### src/rtl/axi_xbar_rr.sv
// AXI4 crossbar, NMST masters x NSLV slaves plus an internal decode-error target.
// Each target keeps its own round-robin arbiter and ownership state, so traffic
// to different targets proceeds concurrently with no added latency or buffering.
package axi_xbar_pkg;
    localparam int ADDR_W = 32;
    localparam int DATA_W = 32;
    localparam int ID_W   = 4;
    localparam int USER_W = 1;

    typedef struct packed {
        logic [ADDR_W-1:0] addr;
        logic [7:0]        len;
        logic [2:0]        size;
        logic [1:0]        burst;
        logic              lock;
        logic [3:0]        cache;
        logic [2:0]        prot;
        logic [3:0]        qos;
        logic [3:0]        region;
    } axi4_metadata_type;

    typedef struct packed {
        logic              aw_valid;
        axi4_metadata_type aw_bits;
        logic [ID_W-1:0]   aw_id;
        logic [USER_W-1:0] aw_user;
        logic              w_valid;
        logic [DATA_W-1:0] w_data;
        logic [DATA_W/8-1:0] w_strb;
        logic              w_last;
        logic [USER_W-1:0] w_user;
        logic              b_ready;
        logic              ar_valid;
        axi4_metadata_type ar_bits;
        logic [ID_W-1:0]   ar_id;
        logic [USER_W-1:0] ar_user;
        logic              r_ready;
    } axi4_master_out_type;

    typedef struct packed {
        logic              aw_ready;
        logic              w_ready;
        logic              b_valid;
        logic [1:0]        b_resp;
        logic [ID_W-1:0]   b_id;
        logic [USER_W-1:0] b_user;
        logic              ar_ready;
        logic              r_valid;
        logic [1:0]        r_resp;
        logic [DATA_W-1:0] r_data;
        logic              r_last;
        logic [ID_W-1:0]   r_id;
        logic [USER_W-1:0] r_user;
    } axi4_master_in_type;

    typedef axi4_master_out_type axi4_slave_in_type;
    typedef axi4_master_in_type  axi4_slave_out_type;

    typedef struct packed {
        logic [ADDR_W-1:0] addr_start;
        logic [ADDR_W-1:0] addr_end;
    } mapinfo_type;

    localparam axi4_master_out_type axi4_master_out_none = '0;
    localparam axi4_master_in_type  axi4_master_in_none  = '0;
    localparam axi4_slave_in_type   axi4_slave_in_none   = '0;
    localparam axi4_slave_out_type  axi4_slave_out_none  = '0;
    localparam mapinfo_type         mapinfo_none         = '0;
endpackage

module axi_xbar_rr
    import axi_xbar_pkg::*;
#(
    parameter int NMST = 2,
    parameter int NSLV = 4,
    parameter mapinfo_type [NSLV-1:0] MAP = {NSLV{mapinfo_none}}
) (
    input  logic                                i_clk,
    input  logic                                i_rst,
    input  axi4_master_out_type [NMST-1:0]      i_xmsto,
    output axi4_master_in_type  [NMST-1:0]      o_xmsti,
    input  axi4_slave_out_type  [NSLV-1:0]      i_xslvo,
    output axi4_slave_in_type   [NSLV-1:0]      o_xslvi,
    output mapinfo_type         [NSLV-1:0]      o_mapinfo
);
    localparam int T   = NSLV + 1;
    localparam int ERR = NSLV;
    localparam int MW  = (NMST > 1) ? $clog2(NMST) : 1;
    localparam int TW  = $clog2(NSLV + 1);

    typedef enum logic       {R_IDLE, R_BUSY}         rstate_t;
    typedef enum logic [1:0] {W_IDLE, W_DATA, W_RESP} wstate_t;

    rstate_t            r_state [T];
    logic [MW-1:0]      r_owner [T];
    logic [MW-1:0]      rr_rd   [T];
    wstate_t            w_state [T];
    logic [MW-1:0]      w_owner [T];
    logic [MW-1:0]      rr_wr   [T];
    logic [NMST-1:0]    rd_busy;
    logic [NMST-1:0]    wr_busy;

    logic [TW-1:0]      ar_dec [NMST];
    logic [TW-1:0]      aw_dec [NMST];
    logic [T-1:0]       ar_gvld, aw_gvld;
    logic [MW-1:0]      ar_gnt [T];
    logic [MW-1:0]      aw_gnt [T];
    logic [T-1:0]       ar_fire, r_fire, aw_fire, w_fire, b_fire;
    axi4_slave_out_type tgt_rsp [T];

    logic [7:0]         err_rcnt;
    logic [ID_W-1:0]    err_rid, err_bid;
    logic [USER_W-1:0]  err_ruser, err_buser;

    // Lowest matching window wins; no match selects the error target.
    function automatic logic [TW-1:0] decode(input logic [ADDR_W-1:0] addr);
        logic [TW-1:0] tgt;
        tgt = TW'(ERR);
        for (int i = NSLV - 1; i >= 0; i--) begin
            if (MAP[i].addr_start[ADDR_W-1:12] <= addr[ADDR_W-1:12] &&
                addr[ADDR_W-1:12] < MAP[i].addr_end[ADDR_W-1:12]) begin
                tgt = TW'(i);
            end
        end
        return tgt;
    endfunction

    assign o_mapinfo = MAP;

    // Decode every master request and pick one idle-target winner round-robin.
    always_comb begin
        logic [MW-1:0] ridx;
        logic [MW-1:0] widx;
        ridx = '0;
        widx = '0;
        for (int m = 0; m < NMST; m++) begin
            ar_dec[m] = decode(i_xmsto[m].ar_bits.addr);
            aw_dec[m] = decode(i_xmsto[m].aw_bits.addr);
        end
        for (int t = 0; t < T; t++) begin
            ar_gvld[t] = 1'b0;
            ar_gnt[t]  = '0;
            aw_gvld[t] = 1'b0;
            aw_gnt[t]  = '0;
            for (int k = 1; k <= NMST; k++) begin
                ridx = MW'((int'(rr_rd[t]) + k) % NMST);
                widx = MW'((int'(rr_wr[t]) + k) % NMST);
                if (!ar_gvld[t] && r_state[t] == R_IDLE && i_xmsto[ridx].ar_valid &&
                    !rd_busy[ridx] && ar_dec[ridx] == TW'(t)) begin
                    ar_gvld[t] = 1'b1;
                    ar_gnt[t]  = ridx;
                end
                if (!aw_gvld[t] && w_state[t] == W_IDLE && i_xmsto[widx].aw_valid &&
                    !wr_busy[widx] && aw_dec[widx] == TW'(t)) begin
                    aw_gvld[t] = 1'b1;
                    aw_gnt[t]  = widx;
                end
            end
        end
    end

    // Collect target responses (real slaves plus error target) and form handshakes.
    always_comb begin
        for (int s = 0; s < NSLV; s++) begin
            tgt_rsp[s] = i_xslvo[s];
        end
        tgt_rsp[ERR]          = axi4_slave_out_none;
        tgt_rsp[ERR].ar_ready = 1'b1;
        tgt_rsp[ERR].aw_ready = 1'b1;
        tgt_rsp[ERR].w_ready  = (w_state[ERR] == W_DATA);
        tgt_rsp[ERR].b_valid  = (w_state[ERR] == W_RESP);
        tgt_rsp[ERR].b_resp   = 2'b11;
        tgt_rsp[ERR].b_id     = err_bid;
        tgt_rsp[ERR].b_user   = err_buser;
        tgt_rsp[ERR].r_valid  = (r_state[ERR] == R_BUSY);
        tgt_rsp[ERR].r_resp   = 2'b11;
        tgt_rsp[ERR].r_data   = '1;
        tgt_rsp[ERR].r_last   = (err_rcnt == 8'd0);
        tgt_rsp[ERR].r_id     = err_rid;
        tgt_rsp[ERR].r_user   = err_ruser;
        for (int t = 0; t < T; t++) begin
            ar_fire[t] = ar_gvld[t] && tgt_rsp[t].ar_ready;
            aw_fire[t] = aw_gvld[t] && tgt_rsp[t].aw_ready;
            r_fire[t]  = (r_state[t] == R_BUSY) && tgt_rsp[t].r_valid &&
                         i_xmsto[r_owner[t]].r_ready;
            w_fire[t]  = (w_state[t] == W_DATA) && tgt_rsp[t].w_ready &&
                         i_xmsto[w_owner[t]].w_valid;
            b_fire[t]  = (w_state[t] == W_RESP) && tgt_rsp[t].b_valid &&
                         i_xmsto[w_owner[t]].b_ready;
        end
    end

    // Steer granted requests to slaves and owned responses back to masters.
    always_comb begin
        for (int m = 0; m < NMST; m++) begin
            o_xmsti[m] = axi4_master_in_none;
        end
        for (int s = 0; s < NSLV; s++) begin
            o_xslvi[s] = axi4_slave_in_none;
            if (ar_gvld[s]) begin
                o_xslvi[s].ar_valid = 1'b1;
                o_xslvi[s].ar_bits  = i_xmsto[ar_gnt[s]].ar_bits;
                o_xslvi[s].ar_id    = i_xmsto[ar_gnt[s]].ar_id;
                o_xslvi[s].ar_user  = i_xmsto[ar_gnt[s]].ar_user;
            end
            if (aw_gvld[s]) begin
                o_xslvi[s].aw_valid = 1'b1;
                o_xslvi[s].aw_bits  = i_xmsto[aw_gnt[s]].aw_bits;
                o_xslvi[s].aw_id    = i_xmsto[aw_gnt[s]].aw_id;
                o_xslvi[s].aw_user  = i_xmsto[aw_gnt[s]].aw_user;
            end
            if (w_state[s] == W_DATA) begin
                o_xslvi[s].w_valid = i_xmsto[w_owner[s]].w_valid;
                o_xslvi[s].w_data  = i_xmsto[w_owner[s]].w_data;
                o_xslvi[s].w_strb  = i_xmsto[w_owner[s]].w_strb;
                o_xslvi[s].w_last  = i_xmsto[w_owner[s]].w_last;
                o_xslvi[s].w_user  = i_xmsto[w_owner[s]].w_user;
            end
            if (w_state[s] == W_RESP) begin
                o_xslvi[s].b_ready = i_xmsto[w_owner[s]].b_ready;
            end
            if (r_state[s] == R_BUSY) begin
                o_xslvi[s].r_ready = i_xmsto[r_owner[s]].r_ready;
            end
        end
        for (int t = 0; t < T; t++) begin
            if (ar_gvld[t]) begin
                o_xmsti[ar_gnt[t]].ar_ready = tgt_rsp[t].ar_ready;
            end
            if (aw_gvld[t]) begin
                o_xmsti[aw_gnt[t]].aw_ready = tgt_rsp[t].aw_ready;
            end
            if (w_state[t] == W_DATA) begin
                o_xmsti[w_owner[t]].w_ready = tgt_rsp[t].w_ready;
            end
            if (w_state[t] == W_RESP) begin
                o_xmsti[w_owner[t]].b_valid = tgt_rsp[t].b_valid;
                o_xmsti[w_owner[t]].b_resp  = tgt_rsp[t].b_resp;
                o_xmsti[w_owner[t]].b_id    = tgt_rsp[t].b_id;
                o_xmsti[w_owner[t]].b_user  = tgt_rsp[t].b_user;
            end
            if (r_state[t] == R_BUSY) begin
                o_xmsti[r_owner[t]].r_valid = tgt_rsp[t].r_valid;
                o_xmsti[r_owner[t]].r_resp  = tgt_rsp[t].r_resp;
                o_xmsti[r_owner[t]].r_data  = tgt_rsp[t].r_data;
                o_xmsti[r_owner[t]].r_last  = tgt_rsp[t].r_last;
                o_xmsti[r_owner[t]].r_id    = tgt_rsp[t].r_id;
                o_xmsti[r_owner[t]].r_user  = tgt_rsp[t].r_user;
            end
        end
    end

    // Read ownership per target; a master stays busy until its last beat fires.
    always_ff @(posedge i_clk) begin
        if (i_rst) begin
            for (int t = 0; t < T; t++) begin
                r_state[t] <= R_IDLE;
                r_owner[t] <= '0;
                rr_rd[t]   <= MW'(NMST - 1);
            end
            rd_busy <= '0;
        end else begin
            for (int t = 0; t < T; t++) begin
                case (r_state[t])
                    R_IDLE: if (ar_fire[t]) begin
                        r_state[t]          <= R_BUSY;
                        r_owner[t]          <= ar_gnt[t];
                        rr_rd[t]            <= ar_gnt[t];
                        rd_busy[ar_gnt[t]]  <= 1'b1;
                    end
                    R_BUSY: if (r_fire[t] && tgt_rsp[t].r_last) begin
                        r_state[t]          <= R_IDLE;
                        rd_busy[r_owner[t]] <= 1'b0;
                    end
                    default: r_state[t] <= R_IDLE;
                endcase
            end
        end
    end

    // Write ownership per target: address, data burst, then response.
    always_ff @(posedge i_clk) begin
        if (i_rst) begin
            for (int t = 0; t < T; t++) begin
                w_state[t] <= W_IDLE;
                w_owner[t] <= '0;
                rr_wr[t]   <= MW'(NMST - 1);
            end
            wr_busy <= '0;
        end else begin
            for (int t = 0; t < T; t++) begin
                case (w_state[t])
                    W_IDLE: if (aw_fire[t]) begin
                        w_state[t]         <= W_DATA;
                        w_owner[t]         <= aw_gnt[t];
                        rr_wr[t]           <= aw_gnt[t];
                        wr_busy[aw_gnt[t]] <= 1'b1;
                    end
                    W_DATA: if (w_fire[t] && i_xmsto[w_owner[t]].w_last) begin
                        w_state[t] <= W_RESP;
                    end
                    W_RESP: if (b_fire[t]) begin
                        w_state[t]          <= W_IDLE;
                        wr_busy[w_owner[t]] <= 1'b0;
                    end
                    default: w_state[t] <= W_IDLE;
                endcase
            end
        end
    end

    // Error-target beat counter: loaded with arlen, counts down per beat.
    always_ff @(posedge i_clk) begin
        if (i_rst) begin
            err_rcnt <= 8'd0;
        end else if (ar_fire[ERR]) begin
            err_rcnt <= i_xmsto[ar_gnt[ERR]].ar_bits.len;
        end else if (r_fire[ERR]) begin
            err_rcnt <= err_rcnt - 8'd1;
        end
    end

    // Error-target echo fields captured on address acceptance.
    always_ff @(posedge i_clk) begin
        if (ar_fire[ERR]) begin
            err_rid   <= i_xmsto[ar_gnt[ERR]].ar_id;
            err_ruser <= i_xmsto[ar_gnt[ERR]].ar_user;
        end
        if (aw_fire[ERR]) begin
            err_bid   <= i_xmsto[aw_gnt[ERR]].aw_id;
            err_buser <= i_xmsto[aw_gnt[ERR]].aw_user;
        end
    end
endmodule

### config.mk
export PLATFORM = sky130hd
export DESIGN_NAME = axi_xbar_rr
export DESIGN_NICKNAME = d
export VERILOG_FILES = /design/src/rtl/axi_xbar_rr.sv
export SDC_FILE = /design/constraint.sdc
export NUM_CORES = 1
export LEC_CHECK = 0
export ABC_AREA = 1
export CORE_AREA = 10 10 627 629
export DETAILED_ROUTE_END_ITERATION = 10
export DIE_AREA = 0 0 637 639
export SETUP_SLACK_MARGIN = 0.3
export SYNTH_ARGS = -nofsm -noshare
export SYNTH_HDL_FRONTEND = slang
export SYNTH_SLANG_ARGS = --single-unit
### constraint.sdc
create_clock -name i_clk -period 2.2 [get_ports i_clk]
set_input_delay 0.33 -clock i_clk [delete_from_list [all_inputs] [get_ports i_clk]]
set_output_delay 0.33 -clock i_clk [all_outputs]
set_load 0.03 [all_outputs]
==> out/results.tsv <==
metric	value	unit
status	finished with violations	
violations	setup timing	
grt_pass1_vias	12432	
worst_slack	-0.182	ns
chipWidth	637	um
area_growth	136	%
yosysTopAreaCell	buf_4	
yosysSeqAreaShare	9.67	%
cts.clk_slew.worst_paths	0.08	ns
cp_num_buf_inv	6	
path_depth	9	
vias	11414	
hold_viol_final	0	
maxCapViolCount	0	
drv_slew	0	
drtIter0Drc	424	
worstHoldPathCells	2	
arrival	2.05	ns
path_cells	inv_2 -> nor2_4 -> buf_12 -> buf_16 -> a221oi_4 -> buf_12 -> o21ai_4 -> buf_6 -> buf_12	
grtUsageMet1	4.76	%
holdBufCountCts	0	
avgSynthCellArea	6.55	um2
synthTopCellsByCount	buf_4, nor2_1, nand2_1, inv_1, o21ai_0	
htreeDepth	2	
synth-warning-count	0	
power_leakage	10.0	nW
period_share	108	%
track_usage	5.61	%
dpl_cell_area	23000	um2
critPathMaxFanout	9	
synthTopCellsByArea	buf_4, edfxtp_1, nor2_1	
clk_latency	0.33	ns
globalRouteOverflowTotal	0	
power.total	0.0141	W
rows	227	
die_h	639	um
power.density	531	nW/um2
startpoint_type	flop	
yosysUniqueCellTypes	41	
cts_made_buffers	5	
antenna_found_initial	40	
synth_edf_count	27	
finalWirelength	124	mm
cts_buffer_depth	2	
cts_tree	done	
initial_core_util	2.96	%
max_stage_delay	0.42	ns
slew_headroom	62.4	%
crit_family	buffers and inverters	
cts_root_buffer	clkbuf_16	
ir_worst_vdd	357	uV
io_buffers	554	
io_pins	1620	
gr-usage-met3	2.28	%
grt_pass1_wl	145	mm
grt_max_degree	37	
synth_flop_cell	edfxtp_1	
critical_path.slowest_cell	edfxtp_1	
synth.top_cell.area_share	55.5	%
dr.pass1.iters	5	
synthArstFlopShare	0	%
crit_path_end_kind	output port	
post-route-min-period	2.38	ns
yosysMostFrequentCell	buf_4	
final_area	26600	um2
netlist_area	11300	um2
dieArea	407000	um2
top_usage_layer	met2	
ys_ff_latch	41	
use_met2	11.5	%
dp_hpwl	109	mm
whs	0.515	ns
max_freq	420	MHz
rsz0062_at_grt	yes	
skew	0.00905	ns
critical_path_class	flop to output port	
setup_viol	39	
drc	0	
fin_nets	2951	
hold_class	flop to flop	
worst_slew_pin_slew	0.564	ns
cp_common_cell	buf_12	
antenna_left	0	
r2r_cells	11	
cts_sinks	41	
post_drt_wl_per_cell	16.6	um
crit_required	1.87	ns
vias_per_cell	1.53	
drive_above_1_share	34.0	%
coreArea	381000	um2
synth_cells	1722	
gp_routability_congestion	0.714	
where the power goes:
part / internal, W / switching (W) / total [W] / leakage (nW)
Sequential: 0.000987 / 0.000112 / 0.00110 / 0.388
Combinational: 0.00457 / 0.00750 / 0.0121 / 9.56
Clock: 0.000531 / 0.000420 / 0.000951 / 0.0800
kinds of logic after synthesis:
kind of cell    synth area share (%)
compound gates                  11.4
xor+xnor                       0.155
fa+ha+maj                      0.111
buf+inv                         61.6
flops                           9.67
other cells                   0.0332
simple gates                    17.1
worst register-to-register path: cells and delay by family, from the launching register on:
family	cells	cell delay, ns
buffers and inverters	5	0.50
DFF	1	0.45
and+or+nand+nor	6	0.69
sequential cells by signal, summed over array words and instances, names as in the netlist:
| signal | cells |
|---|---|
| wr_busy | 2 |
| rd_busy | 2 |
| r_owner | 1 |
| w_owner | 1 |
| err_ruser | 1 |
| err_buser | 1 |
| w_state | 10 |
| err_rcnt | 8 |
| r_state | 5 |
| rr_rd | 1 |
| rr_wr | 1 |
| err_bid | 4 |
| err_rid | 4 |
cells in the final DEF (no fill, tap or decap), types with 6 or more instances in the layout:
cell	count
nand2_4	14
nand3_2	6
buf_8	7
inv_4	7
edfxtp_1	27
inv_1	90
a21oi_1	54
clkdlybuf4s50_1	283
buf_12	258
nand2_1	146
buf_4	127
buf_6	52
o211ai_1	10
inv_2	15
nand4_1	9
nand3_1	25
a221oi_4	8
o21ai_1	7
o21ai_4	8
nor2_4	136
a221oi_1	10
dfxtp_1	10
nand2_2	23
conb_1	792
o21ai_2	23
nor2_1	43
a22oi_2	6
buf_16	20
diode_2	56
nor2_2	44
clkbuf_16	12
a221oi_2	17
o21ai_0	59
per-layer routing:
metal | wire [um] | share of wire (%) | vias up
met5 | 0 | 0 | -
met4 | 4510 | 3.6 | 0
met3 | 11900 | 9.6 | 115
met2 | 71100 | 57 | 769
met1 | 36500 | 29 | 5326
li1 | - | - | 5204
layout make-up:
type,instances,area [um2]
clock buffers,5,125
flip-flops and latches,41,1100
multi-input cells,1469,8030
repair buffers,757,10400
diodes,56,140
well taps,5038,6300
clock inverters,2,35.0
inverters,116,483
fillers,44597,354000
final timing paths:
| kind | start | to | slack, ns |
|---|---|---|---|
| setup / recovery | r_state[0] | o_xmsti[21] | -0.18 |
| hold / removal | rd_busy[1] | rd_busy[1] | 0.51 |
| setup reg to reg | w_state[0][0] | w_state[3][0] | 0.35 |
| hold reg to reg | rd_busy[1] | rd_busy[1] | 0.51 |
timing repair:
action / 4_1_cts / 5_1_grt
pin swaps: 57 / 59
hold endpoints to repair: 0 / 0
gates cloned: 17 / 7
endpoints found under the setup margin: 252 / 256
gates resized for setup: 420 / 239
setup buffers: 42 / 25
through the flow:
| step | std cells | util, % | TNS [ns] | setup slack (ns) |
|---|---|---|---|---|
| after detailed placement | 7330 | 6.05 | -0.330 | -0.171 |
| after floorplan | 2513 | - | 0 | 0.302 |
| after CTS | 7396 | 6.63 | -7.56 | -0.299 |
| after global routing | 7484 | 6.99 | -7.80 | -0.299 |
| after global placement | 7330 | 6.05 | -0.315 | -0.173 |
| final | 7484 | 6.99 | -2.75 | -0.182 |
(Power assumes the default switching activity.)
